[config.mk]
export PLATFORM = sky130hd
export DESIGN_NAME = inst_loader_flat
export DESIGN_NICKNAME = d
export VERILOG_FILES = /design/src/rtl/inst_loader_pkg.sv /design/src/rtl/inst_loader_if.sv /design/src/rtl/inst_loader_pack.sv /design/src/rtl/inst_loader.sv /design/src/flat_wrapper.sv
export SDC_FILE = /design/constraint.sdc
export NUM_CORES = 1
export LEC_CHECK = 0
export ABC_AREA = 1
export CORE_MARGIN = 2
export CORE_UTILIZATION = 55
export CTS_CLUSTER_SIZE = 8
export DETAILED_ROUTE_END_ITERATION = 16
export GPL_ROUTABILITY_DRIVEN = 0
export PLACE_DENSITY = 0.75
export REMOVE_ABC_BUFFERS = 1
export SLEW_MARGIN = 20
export SYNTH_ARGS = -nofsm -noshare
export SYNTH_HDL_FRONTEND = slang
export SYNTH_SLANG_ARGS = --single-unit
export TNS_END_PERCENT = 10
[constraint.sdc]
create_clock -name clk -period 4.6 [get_ports clk]
set_input_delay 1.15 -clock clk [delete_from_list [all_inputs] [get_ports clk]]
set_output_delay 1.15 -clock clk [all_outputs]
set_load 0.02 [all_outputs]
[src/rtl/inst_loader_pkg.sv]
// Shared types and constants for the boot-image loader: FSM state encoding,
// default frame marker and the running checksum helper.
package inst_loader_pkg;

    localparam logic [7:0] SYNC_DEFAULT = 8'hA5;
    localparam int         CSUM_W       = 8;

    typedef enum logic [2:0] {
        ST_IDLE  = 3'd0,
        ST_LEN0  = 3'd1,
        ST_LEN1  = 3'd2,
        ST_DATA  = 3'd3,
        ST_CHECK = 3'd4,
        ST_DONE  = 3'd5,
        ST_ERR   = 3'd6
    } state_t;

    // Wraparound add of one data byte into the frame checksum.
    function automatic logic [CSUM_W-1:0] csum_add(input logic [CSUM_W-1:0] acc,
                                                   input logic [7:0]        data_byte);
        return acc + data_byte;
    endfunction

endpackage

[src/rtl/inst_loader_if.sv]
// Byte-source and instruction-RAM write-port bundle of the boot-image loader.
// The loader side uses the master modport, the environment the slave modport.
interface inst_loader_if #(
    parameter int ADDR_W = 10
);
    logic [7:0]        rx_data;
    logic              rx_valid;
    logic              rx_ready;
    logic              wren;
    logic [ADDR_W-1:0] wr_addr;
    logic [31:0]       wr_data;
    logic              cpu_hold;
    logic              done;
    logic              err;

    modport master (
        input  rx_data, rx_valid,
        output rx_ready, wren, wr_addr, wr_data, cpu_hold, done, err
    );

    modport slave (
        output rx_data, rx_valid,
        input  rx_ready, wren, wr_addr, wr_data, cpu_hold, done, err
    );
endinterface

[src/rtl/inst_loader_pack.sv]
// Byte-to-word packer: places little-endian bytes into a 32-bit word and
// pulses word_ready on the cycle after the fourth byte of a word arrives.
module inst_loader_pack
    import inst_loader_pkg::*;
(
    input  logic        clk,
    input  logic        rst,
    input  logic        clear,
    input  logic        push,
    input  logic [7:0]  rx_byte,
    output logic [31:0] word,
    output logic        word_ready,
    output logic        last_byte
);

    logic [1:0]  idx_r;
    logic [31:0] word_r;
    logic        ready_r;

    // Byte index, word assembly and the one-cycle completion pulse.
    always_ff @(posedge clk or posedge rst) begin
        if (rst) begin
            idx_r   <= 2'd0;
            word_r  <= 32'd0;
            ready_r <= 1'b0;
        end else begin
            ready_r <= push && (idx_r == 2'd3);
            if (clear) begin
                idx_r <= 2'd0;
            end else if (push) begin
                idx_r <= idx_r + 2'd1;
            end else begin
                idx_r <= idx_r;
            end
            if (push) begin
                case (idx_r)
                    2'd0:    word_r[7:0]   <= rx_byte;
                    2'd1:    word_r[15:8]  <= rx_byte;
                    2'd2:    word_r[23:16] <= rx_byte;
                    2'd3:    word_r[31:24] <= rx_byte;
                    default: word_r        <= word_r;
                endcase
            end else begin
                word_r <= word_r;
            end
        end
    end

    assign word       = word_r;
    assign word_ready = ready_r;
    assign last_byte  = (idx_r == 2'd3);

endmodule

[src/rtl/inst_loader.sv]
// Boot-image loader: parses SYNC / length / data / checksum frames from a byte
// stream, writes the words into instruction RAM and holds the core meanwhile.
module inst_loader
    import inst_loader_pkg::*;
#(
    parameter int         ADDR_W      = 10,
    parameter logic [7:0] SYNC_BYTE   = SYNC_DEFAULT,
    parameter int         TIMEOUT_CYC = 1000000
) (
    input  logic          clk,
    input  logic          rst,
    inst_loader_if.master bus
);

    localparam int          TMO_W     = $clog2(TIMEOUT_CYC + 1);
    localparam logic [16:0] MAX_WORDS = 17'd1 << ADDR_W;

    state_t              state_r;
    state_t              state_nx_s;
    logic                rx_ready_r;
    logic                done_r;
    logic                err_r;
    logic                cpu_hold_r;
    logic [ADDR_W-1:0]   wr_addr_r;
    logic [7:0]          len_lo_r;
    logic [15:0]         len_r;
    logic [15:0]         word_cnt_r;
    logic [CSUM_W-1:0]   csum_r;
    logic [TMO_W-1:0]    tmo_r;

    logic                accept_s;
    logic                is_sync_s;
    logic                restart_s;
    logic                data_push_s;
    logic                tmo_active_s;
    logic                tmo_hit_s;
    logic                done_nx_s;
    logic [15:0]         len_in_s;
    logic                last_word_s;
    logic                pack_ready_s;
    logic                pack_last_s;
    logic [31:0]         pack_word_s;

    assign accept_s     = bus.rx_valid && rx_ready_r;
    assign is_sync_s    = (bus.rx_data == SYNC_BYTE);
    assign restart_s    = accept_s && is_sync_s &&
                          (state_r inside {ST_IDLE, ST_DONE, ST_ERR});
    assign data_push_s  = accept_s && (state_r == ST_DATA);
    assign len_in_s     = {bus.rx_data, len_lo_r};
    assign last_word_s  = (word_cnt_r == (len_r - 16'd1));
    assign tmo_active_s = state_r inside {ST_LEN0, ST_LEN1, ST_DATA, ST_CHECK};
    // A byte landing on the expiry cycle wins over the timeout.
    assign tmo_hit_s    = tmo_active_s && !accept_s &&
                          (tmo_r == TMO_W'(TIMEOUT_CYC - 1));

    inst_loader_pack u_pack (
        .clk        (clk),
        .rst        (rst),
        .clear      (restart_s),
        .push       (data_push_s),
        .rx_byte    (bus.rx_data),
        .word       (pack_word_s),
        .word_ready (pack_ready_s),
        .last_byte  (pack_last_s)
    );

    // FSM state register.
    always_ff @(posedge clk or posedge rst) begin
        if (rst) begin
            state_r <= ST_IDLE;
        end else begin
            state_r <= state_nx_s;
        end
    end

    // Next-state decode and the done condition.
    always_comb begin
        state_nx_s = state_r;
        done_nx_s  = 1'b0;
        case (state_r)
            ST_IDLE: begin
                if (restart_s) state_nx_s = ST_LEN0;
                else           state_nx_s = ST_IDLE;
            end
            ST_LEN0: begin
                if (accept_s)       state_nx_s = ST_LEN1;
                else if (tmo_hit_s) state_nx_s = ST_ERR;
                else                state_nx_s = ST_LEN0;
            end
            ST_LEN1: begin
                if (accept_s) begin
                    if ({1'b0, len_in_s} > MAX_WORDS) state_nx_s = ST_ERR;
                    else if (len_in_s == 16'd0)      state_nx_s = ST_CHECK;
                    else                             state_nx_s = ST_DATA;
                end else if (tmo_hit_s) begin
                    state_nx_s = ST_ERR;
                end else begin
                    state_nx_s = ST_LEN1;
                end
            end
            ST_DATA: begin
                if (accept_s && pack_last_s && last_word_s) state_nx_s = ST_CHECK;
                else if (tmo_hit_s)                         state_nx_s = ST_ERR;
                else                                        state_nx_s = ST_DATA;
            end
            ST_CHECK: begin
                if (accept_s) begin
                    if (bus.rx_data == csum_r) begin
                        state_nx_s = ST_DONE;
                        done_nx_s  = 1'b1;
                    end else begin
                        state_nx_s = ST_ERR;
                    end
                end else if (tmo_hit_s) begin
                    state_nx_s = ST_ERR;
                end else begin
                    state_nx_s = ST_CHECK;
                end
            end
            ST_DONE, ST_ERR: begin
                if (restart_s) state_nx_s = ST_LEN0;
                else           state_nx_s = state_r;
            end
            default: begin
                state_nx_s = ST_IDLE;
            end
        endcase
    end

    // Registered status outputs and the RAM word address.
    always_ff @(posedge clk or posedge rst) begin
        if (rst) begin
            rx_ready_r <= 1'b1;
            done_r     <= 1'b0;
            err_r      <= 1'b0;
            cpu_hold_r <= 1'b1;
            wr_addr_r  <= '0;
        end else begin
            rx_ready_r <= 1'b1;
            done_r     <= done_nx_s;
            err_r      <= (state_nx_s == ST_ERR);
            cpu_hold_r <= (state_nx_s != ST_DONE);
            if (restart_s) begin
                wr_addr_r <= '0;
            end else if (pack_ready_s) begin
                wr_addr_r <= wr_addr_r + ADDR_W'(1);
            end else begin
                wr_addr_r <= wr_addr_r;
            end
        end
    end

    // Frame bookkeeping: length, word count, checksum and inter-byte timeout.
    always_ff @(posedge clk or posedge rst) begin
        if (rst) begin
            len_lo_r   <= 8'd0;
            len_r      <= 16'd0;
            word_cnt_r <= 16'd0;
            csum_r     <= '0;
            tmo_r      <= '0;
        end else begin
            if (accept_s && (state_r == ST_LEN0)) len_lo_r <= bus.rx_data;
            else                                  len_lo_r <= len_lo_r;

            if (accept_s && (state_r == ST_LEN1)) len_r <= len_in_s;
            else                                  len_r <= len_r;

            if (restart_s)                       word_cnt_r <= 16'd0;
            else if (data_push_s && pack_last_s) word_cnt_r <= word_cnt_r + 16'd1;
            else                                 word_cnt_r <= word_cnt_r;

            if (restart_s)        csum_r <= '0;
            else if (data_push_s) csum_r <= csum_add(csum_r, bus.rx_data);
            else                  csum_r <= csum_r;

            if (!tmo_active_s || accept_s) tmo_r <= '0;
            else                           tmo_r <= tmo_r + TMO_W'(1);
        end
    end

    assign bus.rx_ready = rx_ready_r;
    assign bus.wren     = pack_ready_s;
    assign bus.wr_addr  = wr_addr_r;
    assign bus.wr_data  = pack_word_s;
    assign bus.cpu_hold = cpu_hold_r;
    assign bus.done     = done_r;
    assign bus.err      = err_r;

endmodule

[src/flat_wrapper.sv]
// flat-port wrapper written by rule: the top's interface ports become plain ports
module inst_loader_flat import inst_loader_pkg::*;
#(
    parameter int         ADDR_W      = 10,
    parameter logic [7:0] SYNC_BYTE   = SYNC_DEFAULT,
    parameter int         TIMEOUT_CYC = 1000000
)
  (clk, rst, bus_rx_data, bus_rx_valid, bus_rx_ready, bus_wren, bus_wr_addr, bus_wr_data, bus_cpu_hold, bus_done, bus_err);
  inst_loader_if #(.ADDR_W(ADDR_W)) bus_i ();
  input  logic clk;
  input  logic rst;
  input wire logic [$bits(bus_i.rx_data)-1:0] bus_rx_data;
  input wire logic [$bits(bus_i.rx_valid)-1:0] bus_rx_valid;
  output wire logic [$bits(bus_i.rx_ready)-1:0] bus_rx_ready;
  output wire logic [$bits(bus_i.wren)-1:0] bus_wren;
  output wire logic [$bits(bus_i.wr_addr)-1:0] bus_wr_addr;
  output wire logic [$bits(bus_i.wr_data)-1:0] bus_wr_data;
  output wire logic [$bits(bus_i.cpu_hold)-1:0] bus_cpu_hold;
  output wire logic [$bits(bus_i.done)-1:0] bus_done;
  output wire logic [$bits(bus_i.err)-1:0] bus_err;
  assign bus_i.rx_data = bus_rx_data;
  assign bus_i.rx_valid = bus_rx_valid;
  assign bus_rx_ready = bus_i.rx_ready;
  assign bus_wren = bus_i.wren;
  assign bus_wr_addr = bus_i.wr_addr;
  assign bus_wr_data = bus_i.wr_data;
  assign bus_cpu_hold = bus_i.cpu_hold;
  assign bus_done = bus_i.done;
  assign bus_err = bus_i.err;
  inst_loader #(.ADDR_W(ADDR_W), .SYNC_BYTE(SYNC_BYTE), .TIMEOUT_CYC(TIMEOUT_CYC)) u_core (.clk(clk), .rst(rst), .bus(bus_i));
endmodule
==> results.sh, run 1 <==
export IMPL_status="finished clean"
export IMPL_rows=39
export IMPL_fp_dieH_um=111.6
export IMPL_worstSetupEndpointType="flip-flop"
export IMPL_cts_sinks=119
export IMPL_ys_types=44
export IMPL_p_comb_share_pct=31.6
export IMPL_area_growth_synth_to_final_pct=20.35
export IMPL_drc=0
export IMPL_holdBufCountCts=0
export IMPL_p_switching_mw=1.438
export IMPL_path_max_fanout=14
export IMPL_max_slew_worst_pin_slew_ns=0.8446
export IMPL_cpMostUsedCell="inv_1"
export IMPL_post_cts_setup_buffer_count=0
export IMPL_p_per_area_nw_per_um2=537.4
export IMPL_drt_total_wl_um=14410
export IMPL_pre_cts_slack_ns=1.247
export IMPL_worstHoldPathType="reg2reg"
export IMPL_track_usage_pct=24.84
export IMPL_synth_top_area_cell="dfrtp_1"
export IMPL_cpPeakStageDelay_ns=0.44
export IMPL_cts_buffers=17
export IMPL_start_kind="input port"
export IMPL_internal_power_mw=2.677
export IMPL_slew_viol_final=0
export IMPL_cap_viol_max_count=0
export IMPL_dieArea_um2=12440
export IMPL_synth_warnings=0
export IMPL_clk_root_buffer_cell="clkbuf_16"
export IMPL_cts_resized_gates=0
export IMPL_yosys_most_used_dff="dfrtp_1"
export IMPL_cts_tree="built"
export IMPL_antenna_found_initial=0
export IMPL_switching_share_pct=34.94
export IMPL_core_um2=11370
export IMPL_synth_edf_count=0
export IMPL_initial_core_util_pct=55.96
export IMPL_pin_count=58
export IMPL_nFillCells=929
export IMPL_gr_total_overflow=0
export IMPL_num_nets_final=886
export IMPL_cp_slowest_cell="clkdlybuf4s50_1"
export IMPL_dp_cells=983
export IMPL_n_antenna_cell=0
export IMPL_die_width_um=111.6
export IMPL_yosysSeqAreaShare_pct=46.82
export IMPL_fmax_mhz=337.0
export IMPL_instances_no_fill=1014
export IMPL_rsz0062_at_grt="false"
export IMPL_synth_seq_cells=119
export IMPL_grt_max_degree=68
export IMPL_grt_pass1_vias=5415
export IMPL_period_needed_ns=2.968
export IMPL_insertion_delay_ns=0.42
export IMPL_syn_avg_cell_area_um2=7.993
export IMPL_synth_area_um2=6362
export IMPL_htree_levels=4
export IMPL_hpwl_um=10380
export IMPL_setup_violations=0
export IMPL_routed_via_density=5.343
export IMPL_period_share_pct=64.51
export IMPL_ir_drop_v=0.0003930
export IMPL_clockPowerShare_pct=34.0
export IMPL_async_flop_share_pct=100.0
export IMPL_grt_first_pass_wirelength_um=24810
export IMPL_worstSetupStartpoint="bus_rx_data[3]"
export IMPL_drt_pass1_iter_count=5
export IMPL_seq_power_share_pct=34.4
export IMPL_wl_per_cell_um=14.21
export IMPL_leakagePower_nw=3.688
export IMPL_clk_pin_slew_ns=0.05
export IMPL_drtAntennaViolNets=0
export IMPL_drtIter0Drc=455
export IMPL_crit_path_cell_trace="clkdlybuf4s50_1, inv_1, nand2_1, nor3_1, nand4_1, inv_1, o21ai_4, inv_2, nor2_2, a32o_1"
export IMPL_via_count=5418
export IMPL_clock_path_buffers=2
export IMPL_syn_inst=796
export IMPL_timing_rr_start="u_core.len_r[0]"
export IMPL_synth_area_top_cells="dfrtp_1 (46%), nand2_1 (12%), o21ai_0 (6.1%), inv_1 (5.3%), nor2_1 (4.8%)"
export IMPL_worstPathRequired_ns=4.90
export IMPL_finalSetupTns_ns=0
export IMPL_synth_top_cell_area_share_pct=46.41
export IMPL_path_class="in2reg"
export IMPL_drive_above_1_share_pct=9.300
export IMPL_setup_slack_ns=1.632
export IMPL_min_delay_start="u_core.tmo_r[0]"
export IMPL_max_slew_margin_pct=43.70
export IMPL_finalHoldViolations=0
export IMPL_cp_data_arrival_time_ns=3.27
export IMPL_finClkSkew_ns=0.008133
export IMPL_portBuffers=56
registers in the layout (all words and copies together) (netlist names):
| signal | cells |
|---|---|
| u_core.u_pack.word | 32 |
| u_core.tmo_r | 20 |
| u_core.len_r | 16 |
| u_core.word_cnt_r | 16 |
| u_core.bus.wr_addr | 10 |
| u_core.csum_r | 8 |
| u_core.len_lo_r | 8 |
| u_core.state_r | 3 |
| u_core.u_pack.idx_r | 2 |
| u_core.bus.cpu_hold | 1 |
| u_core.bus.done | 1 |
| u_core.bus.err | 1 |
| u_core.u_pack.word_ready | 1 |
power by group through the flow:
stage / sequential [mW] / clock (mW) / combinational [mW]
after global routing: 1.44 / 1.47 / 1.49
after detailed placement: 1.43 / 0 / 1.29
final: 1.42 / 1.40 / 1.30
after CTS: 1.41 / 1.42 / 1.30
after floorplan: 1.44 / 0 / 0.919
after global placement: 1.42 / 0 / 1.24
cells by family after synthesis:
| kind of cell | after synthesis | synth area share [%] |
|---|---|---|
| other | 1 | 0.05894 |
| flip-flops | 119 | 46.82 |
| AO/OA/AOI/OAI | 128 | 11.17 |
| XOR/XNOR | 16 | 2.202 |
| buffers and inverters | 109 | 7.119 |
| adder cells (fa/ha/maj) | 16 | 3.265 |
| AND/OR/NAND/NOR | 407 | 29.36 |
worst paths after layout:
kind / end / slack (ns) / cells past startpoint
max: u_core.csum_r[3] / 1.63 / 10
min: u_core.tmo_r[0] / 0.46 / 1
max reg2reg: u_core.bus.cpu_hold / 2.41 / 13
min reg2reg: u_core.tmo_r[0] / 0.46 / 1
max in group asynchronous: u_core.csum_r[0] / 2.58 / 3
min in group asynchronous: u_core.u_pack.word[23] / 1.24 / 2
through the flow:
stage	area, um^2	util (%)	hold WS (ns)	total power, mW
after CTS	7657	67.35	0.4640	4.132
after global routing	7657	67.35	0.4910	4.398
after floorplan	6266	-	0.4331	2.360
after detailed placement	7036	61.88	0.4568	2.719
final	7657	67.35	0.4571	4.115
after global placement	7036	61.88	0.4478	2.661
placed cells by master (no fill, tap or decap), types with 3 or more instances in the layout:
cell type,netlist,final
o21ai_0,77,77
nand3_2,6,6
nor2_2,10,10
clkdlybuf4s50_1,0,56
a21oi_1,29,29
nand3b_1,3,3
a211oi_1,3,3
dfrtp_1,118,118
xor2_1,10,10
clkbuf_8,0,3
nor3b_1,3,3
nand3_1,42,42
nor3_1,19,19
inv_1,89,88
nor2_1,81,81
inv_2,5,5
nand2_2,7,7
nor3_2,3,3
clkbuf_16,0,17
clkinv_2,0,4
nor2_4,9,9
nand4_1,11,11
xnor2_1,6,6
o21a_1,3,3
ha_1,15,15
o21ai_1,4,4
nand2_1,204,204
bufinv_16,0,4
a32o_1,5,5
critical path, delay by kind of cell:
family	cells	cell delay, ns
AO/OA/AOI/OAI	2	0.38
buffers and inverters	4	1.16
AND/OR/NAND/NOR	4	0.57
cell usage after synthesis, types with 2 or more instances:
cell      number
a21oi_2        2
o21a_1         3
nand3_2        6
o21ai_1        4
a32o_1         5
nor3_4         2
xor2_1        10
buf_2          2
nand3_1       42
inv_1         89
nor2_4         9
nand3b_1       3
ha_1          15
nand2_1      204
clkbuf_1       5
and3_1         2
nor3_2         3
or2_2          2
inv_2          5
nor3b_1        3
buf_6          4
nor2_2        10
nor2_1        81
nand4_1       11
buf_4          3
dfrtp_1      118
o21ai_0       77
xnor2_1        6
a21oi_1       29
nand2_2        7
nor3_1        19
a211oi_1       3
layer usage:
layer	vias to the layer above	track usage, %	wire length, um
li1	2711	-	-
met3	20	5.553	557
met4	0	8.724	216
met2	122	42.36	7236
met5	-	0	0
met1	2565	31.41	6401
area by class of cell:
class / instances / area [um^2] / share of cell area [%]
Sequential cell: 119 / 2979 / 38.91
Multi-Input combinational cell: 568 / 2930 / 38.27
Timing Repair Buffer: 58 / 588.1 / 7.680
Clock buffer: 22 / 474.2 / 6.193
Inverter: 95 / 359.1 / 4.690
Tap cell: 143 / 178.9 / 2.337
Clock inverter: 9 / 147.6 / 1.928
Power figures use the tool's default switching activity.
==> run 2, diff against run 1 <==
--- a/config.mk
+++ b/config.mk
@@ -7,11 +7,11 @@
 export LEC_CHECK = 0
 export ABC_AREA = 1
 export CORE_MARGIN = 2
-export CORE_UTILIZATION = 55
+export CORE_UTILIZATION = 52
 export CTS_CLUSTER_SIZE = 8
 export DETAILED_ROUTE_END_ITERATION = 16
 export GPL_ROUTABILITY_DRIVEN = 0
-export PLACE_DENSITY = 0.75
+export PLACE_DENSITY = 0.74
 export REMOVE_ABC_BUFFERS = 1
 export SLEW_MARGIN = 20
 export SYNTH_ARGS = -nofsm -noshare
==> constraint.sdc (replaced) <==
create_clock -name clk -period 2.63 [get_ports clk]
set_input_delay 0.6575 -clock clk [delete_from_list [all_inputs] [get_ports clk]]
set_output_delay 0.6575 -clock clk [all_outputs]
set_load 0.02 [all_outputs]
==> run 2 against run 1 <==
  * Sequential cell count unchanged
  * Die area grew 5.6%
  * Hold slack gained 0.018 ns
  * Combinational power grew 78%
==> results.sh, run 2 (synthesis results as in run 1) <==
export IMPL_finalHoldViolations=0
export IMPL_regArea_um2=2979
export IMPL_wl_per_cell_um=14.30
export IMPL_nFillCells=982
export IMPL_portBuffers=56
export IMPL_cpPeakStageDelay_ns=0.52
export IMPL_leakagePower_nw=3.805
export IMPL_slew_viol_final=0
export IMPL_core_um2=11960
export IMPL_grt_max_degree=53
export IMPL_post_cts_setup_buffer_count=0
export IMPL_via_count=5554
export IMPL_cts_sinks=119
export IMPL_clk_pin_slew_ns=0.06
export IMPL_multiInputGateArea_um2=2930
export IMPL_final_cell_mix="nand2_1 (204), dfrtp_1 (118), inv_1 (88)"
export IMPL_fin_util_pct=65.87
export IMPL_crit_path_cell_trace="clkdlybuf4s50_1, ha_1, nand3_1, nand3_1, nand2_1, nand2_1, a21oi_1, or2_2, nand2_1, nand2_1, nand2_1, nand2_1, nand3_1, nand2_1"
export IMPL_final_common_cell="nand2_1"
export IMPL_fmax_mhz=434.8
export IMPL_status="finished clean"
export IMPL_drc=0
export IMPL_drtAntennaViolNets=0
export IMPL_drt_total_wl_um=14890
export IMPL_path_depth=14
export IMPL_timing_rr_start="u_core.len_r[0]"
export IMPL_rows=40
export IMPL_path_max_fanout=4
export IMPL_worstHoldPathType="reg2reg"
export IMPL_setup_slack_ns=0.3302
export IMPL_num_nets_final=908
export IMPL_cpMostUsedCell="nand2_1"
export IMPL_worstSetupStartpoint="bus_rx_data[1]"
export IMPL_cp_data_arrival_time_ns=2.60
export IMPL_finClkSkew_ns=0.005127
export IMPL_pre_cts_slack_ns=-0.06213
export IMPL_area_growth_synth_to_final_pct=23.83
export IMPL_track_usage_pct=24.86
export IMPL_gr_total_overflow=0
export IMPL_initial_core_util_pct=53.19
export IMPL_clock_path_buffers=2
export IMPL_worstSetupEndpointType="flip-flop"
export IMPL_cts_buffers=17
export IMPL_die_width_um=114.6
export IMPL_fp_dieH_um=114.6
export IMPL_crit_buf_inv=1
export IMPL_antenna_found_initial=0
export IMPL_period_share_pct=87.44
export IMPL_cts_resized_gates=0
export IMPL_pin_count=58
export IMPL_cap_viol_max_count=0
export IMPL_start_kind="input port"
export IMPL_rsz0062_at_grt="false"
export IMPL_worstPathRequired_ns=2.93
export IMPL_cts_tree="built"
export IMPL_clk_root_buffer_cell="clkbuf_16"
export IMPL_period_needed_ns=2.300
export IMPL_critical_path_top_delay_family="simple AND/OR/NAND/NOR gates"
export IMPL_insertion_delay_ns=0.41
export IMPL_setup_violations=0
export IMPL_drt_pass1_iter_count=7
export IMPL_largest_reg_flops=32
export IMPL_worstReg2RegEnd="u_core.bus.cpu_hold"
export IMPL_hpwl_um=10860
export IMPL_grt_pass1_vias=5439
export IMPL_drtIter0Drc=326
export IMPL_routed_via_density=5.335
export IMPL_drive_above_1_share_pct=11.86
export IMPL_p_per_area_nw_per_um2=934.4
export IMPL_n_antenna_cell=0
export IMPL_holdBufCountCts=0
export IMPL_grt_first_pass_wirelength_um=25570
export IMPL_dieArea_um2=13140
export IMPL_htree_levels=4
export IMPL_cp_slowest_cell="clkdlybuf4s50_1"
export IMPL_cp_endpoint="u_core.csum_r[7]"
export IMPL_reg2reg_slack_ns=0.46
export IMPL_finalSetupTns_ns=0
export IMPL_total_power_mw=7.362
export IMPL_ir_drop_v=0.0006645
export IMPL_rr_worst_depth=13
export IMPL_path_class="in2reg"
export IMPL_holdWs_ns=0.4756
[run 2: cell types whose count changed in the layout (fill, tap and decap cells not counted), sizes merged]
cell	before	now
buf	2	24
clkbuf	22	18
clkinvlp	1	3
inv	94	96
bufinv	4	5
[run 2: layout make-up]
type,instances,share of cell area [%]
clock buffer,18,5.574
clock inverter,14,2.811
inverter,95,4.558
multi-input combinational,568,37.19
sequential,119,37.81
tap,147,2.334
timing repair buffer,80,9.719
[run 2: power by group]
| group | switching (mW) | internal [mW] |
|---|---|---|
| combinational | 1.41 | 0.911 |
| clock | 0.859 | 1.71 |
| sequential | 0.311 | 2.16 |
| total | 2.58 | 4.79 |
[run 2: metal layers]
metal  global-route usage, %  routed length (um)  up-vias
met5                       0                   0        -
met4                   7.642                 237        0
met3                   6.406                 784       18
met2                   41.70                7359      142
met1                   31.70                6504     2652
li1                        -                   -     2742
[run 2: metrics by stage]
step	instance area (um^2)	cells
after floorplan	6266	782
after global placement	7218	1009
after detailed placement	7218	1009
after CTS	7879	1041
after global routing	7879	1041
final	7879	1041
[run 2: worst min path at each step]
stage	from	endpoint	slack [ns]	depth (start not counted)
finish	u_core.tmo_r[0]	u_core.tmo_r[0]	0.48	1
global route	u_core.csum_r[0]	u_core.csum_r[0]	0.51	1
CTS	u_core.tmo_r[0]	u_core.tmo_r[0]	0.48	1
detailed placement	u_core.tmo_r[0]	u_core.tmo_r[0]	0.46	1
global placement	u_core.tmo_r[0]	u_core.tmo_r[0]	0.44	1
floorplan	u_core.tmo_r[0]	u_core.tmo_r[0]	0.43	1
==> run 3, diff against run 2 <==
--- a/config.mk
+++ b/config.mk
@@ -6,6 +6,7 @@
 export NUM_CORES = 1
 export LEC_CHECK = 0
 export ABC_AREA = 1
+export CAP_MARGIN = 15
 export CORE_MARGIN = 2
 export CORE_UTILIZATION = 52
 export CTS_CLUSTER_SIZE = 8
==> results of run 3 <==
The final DEF is identical to that of run 2; final timing and power are the same.
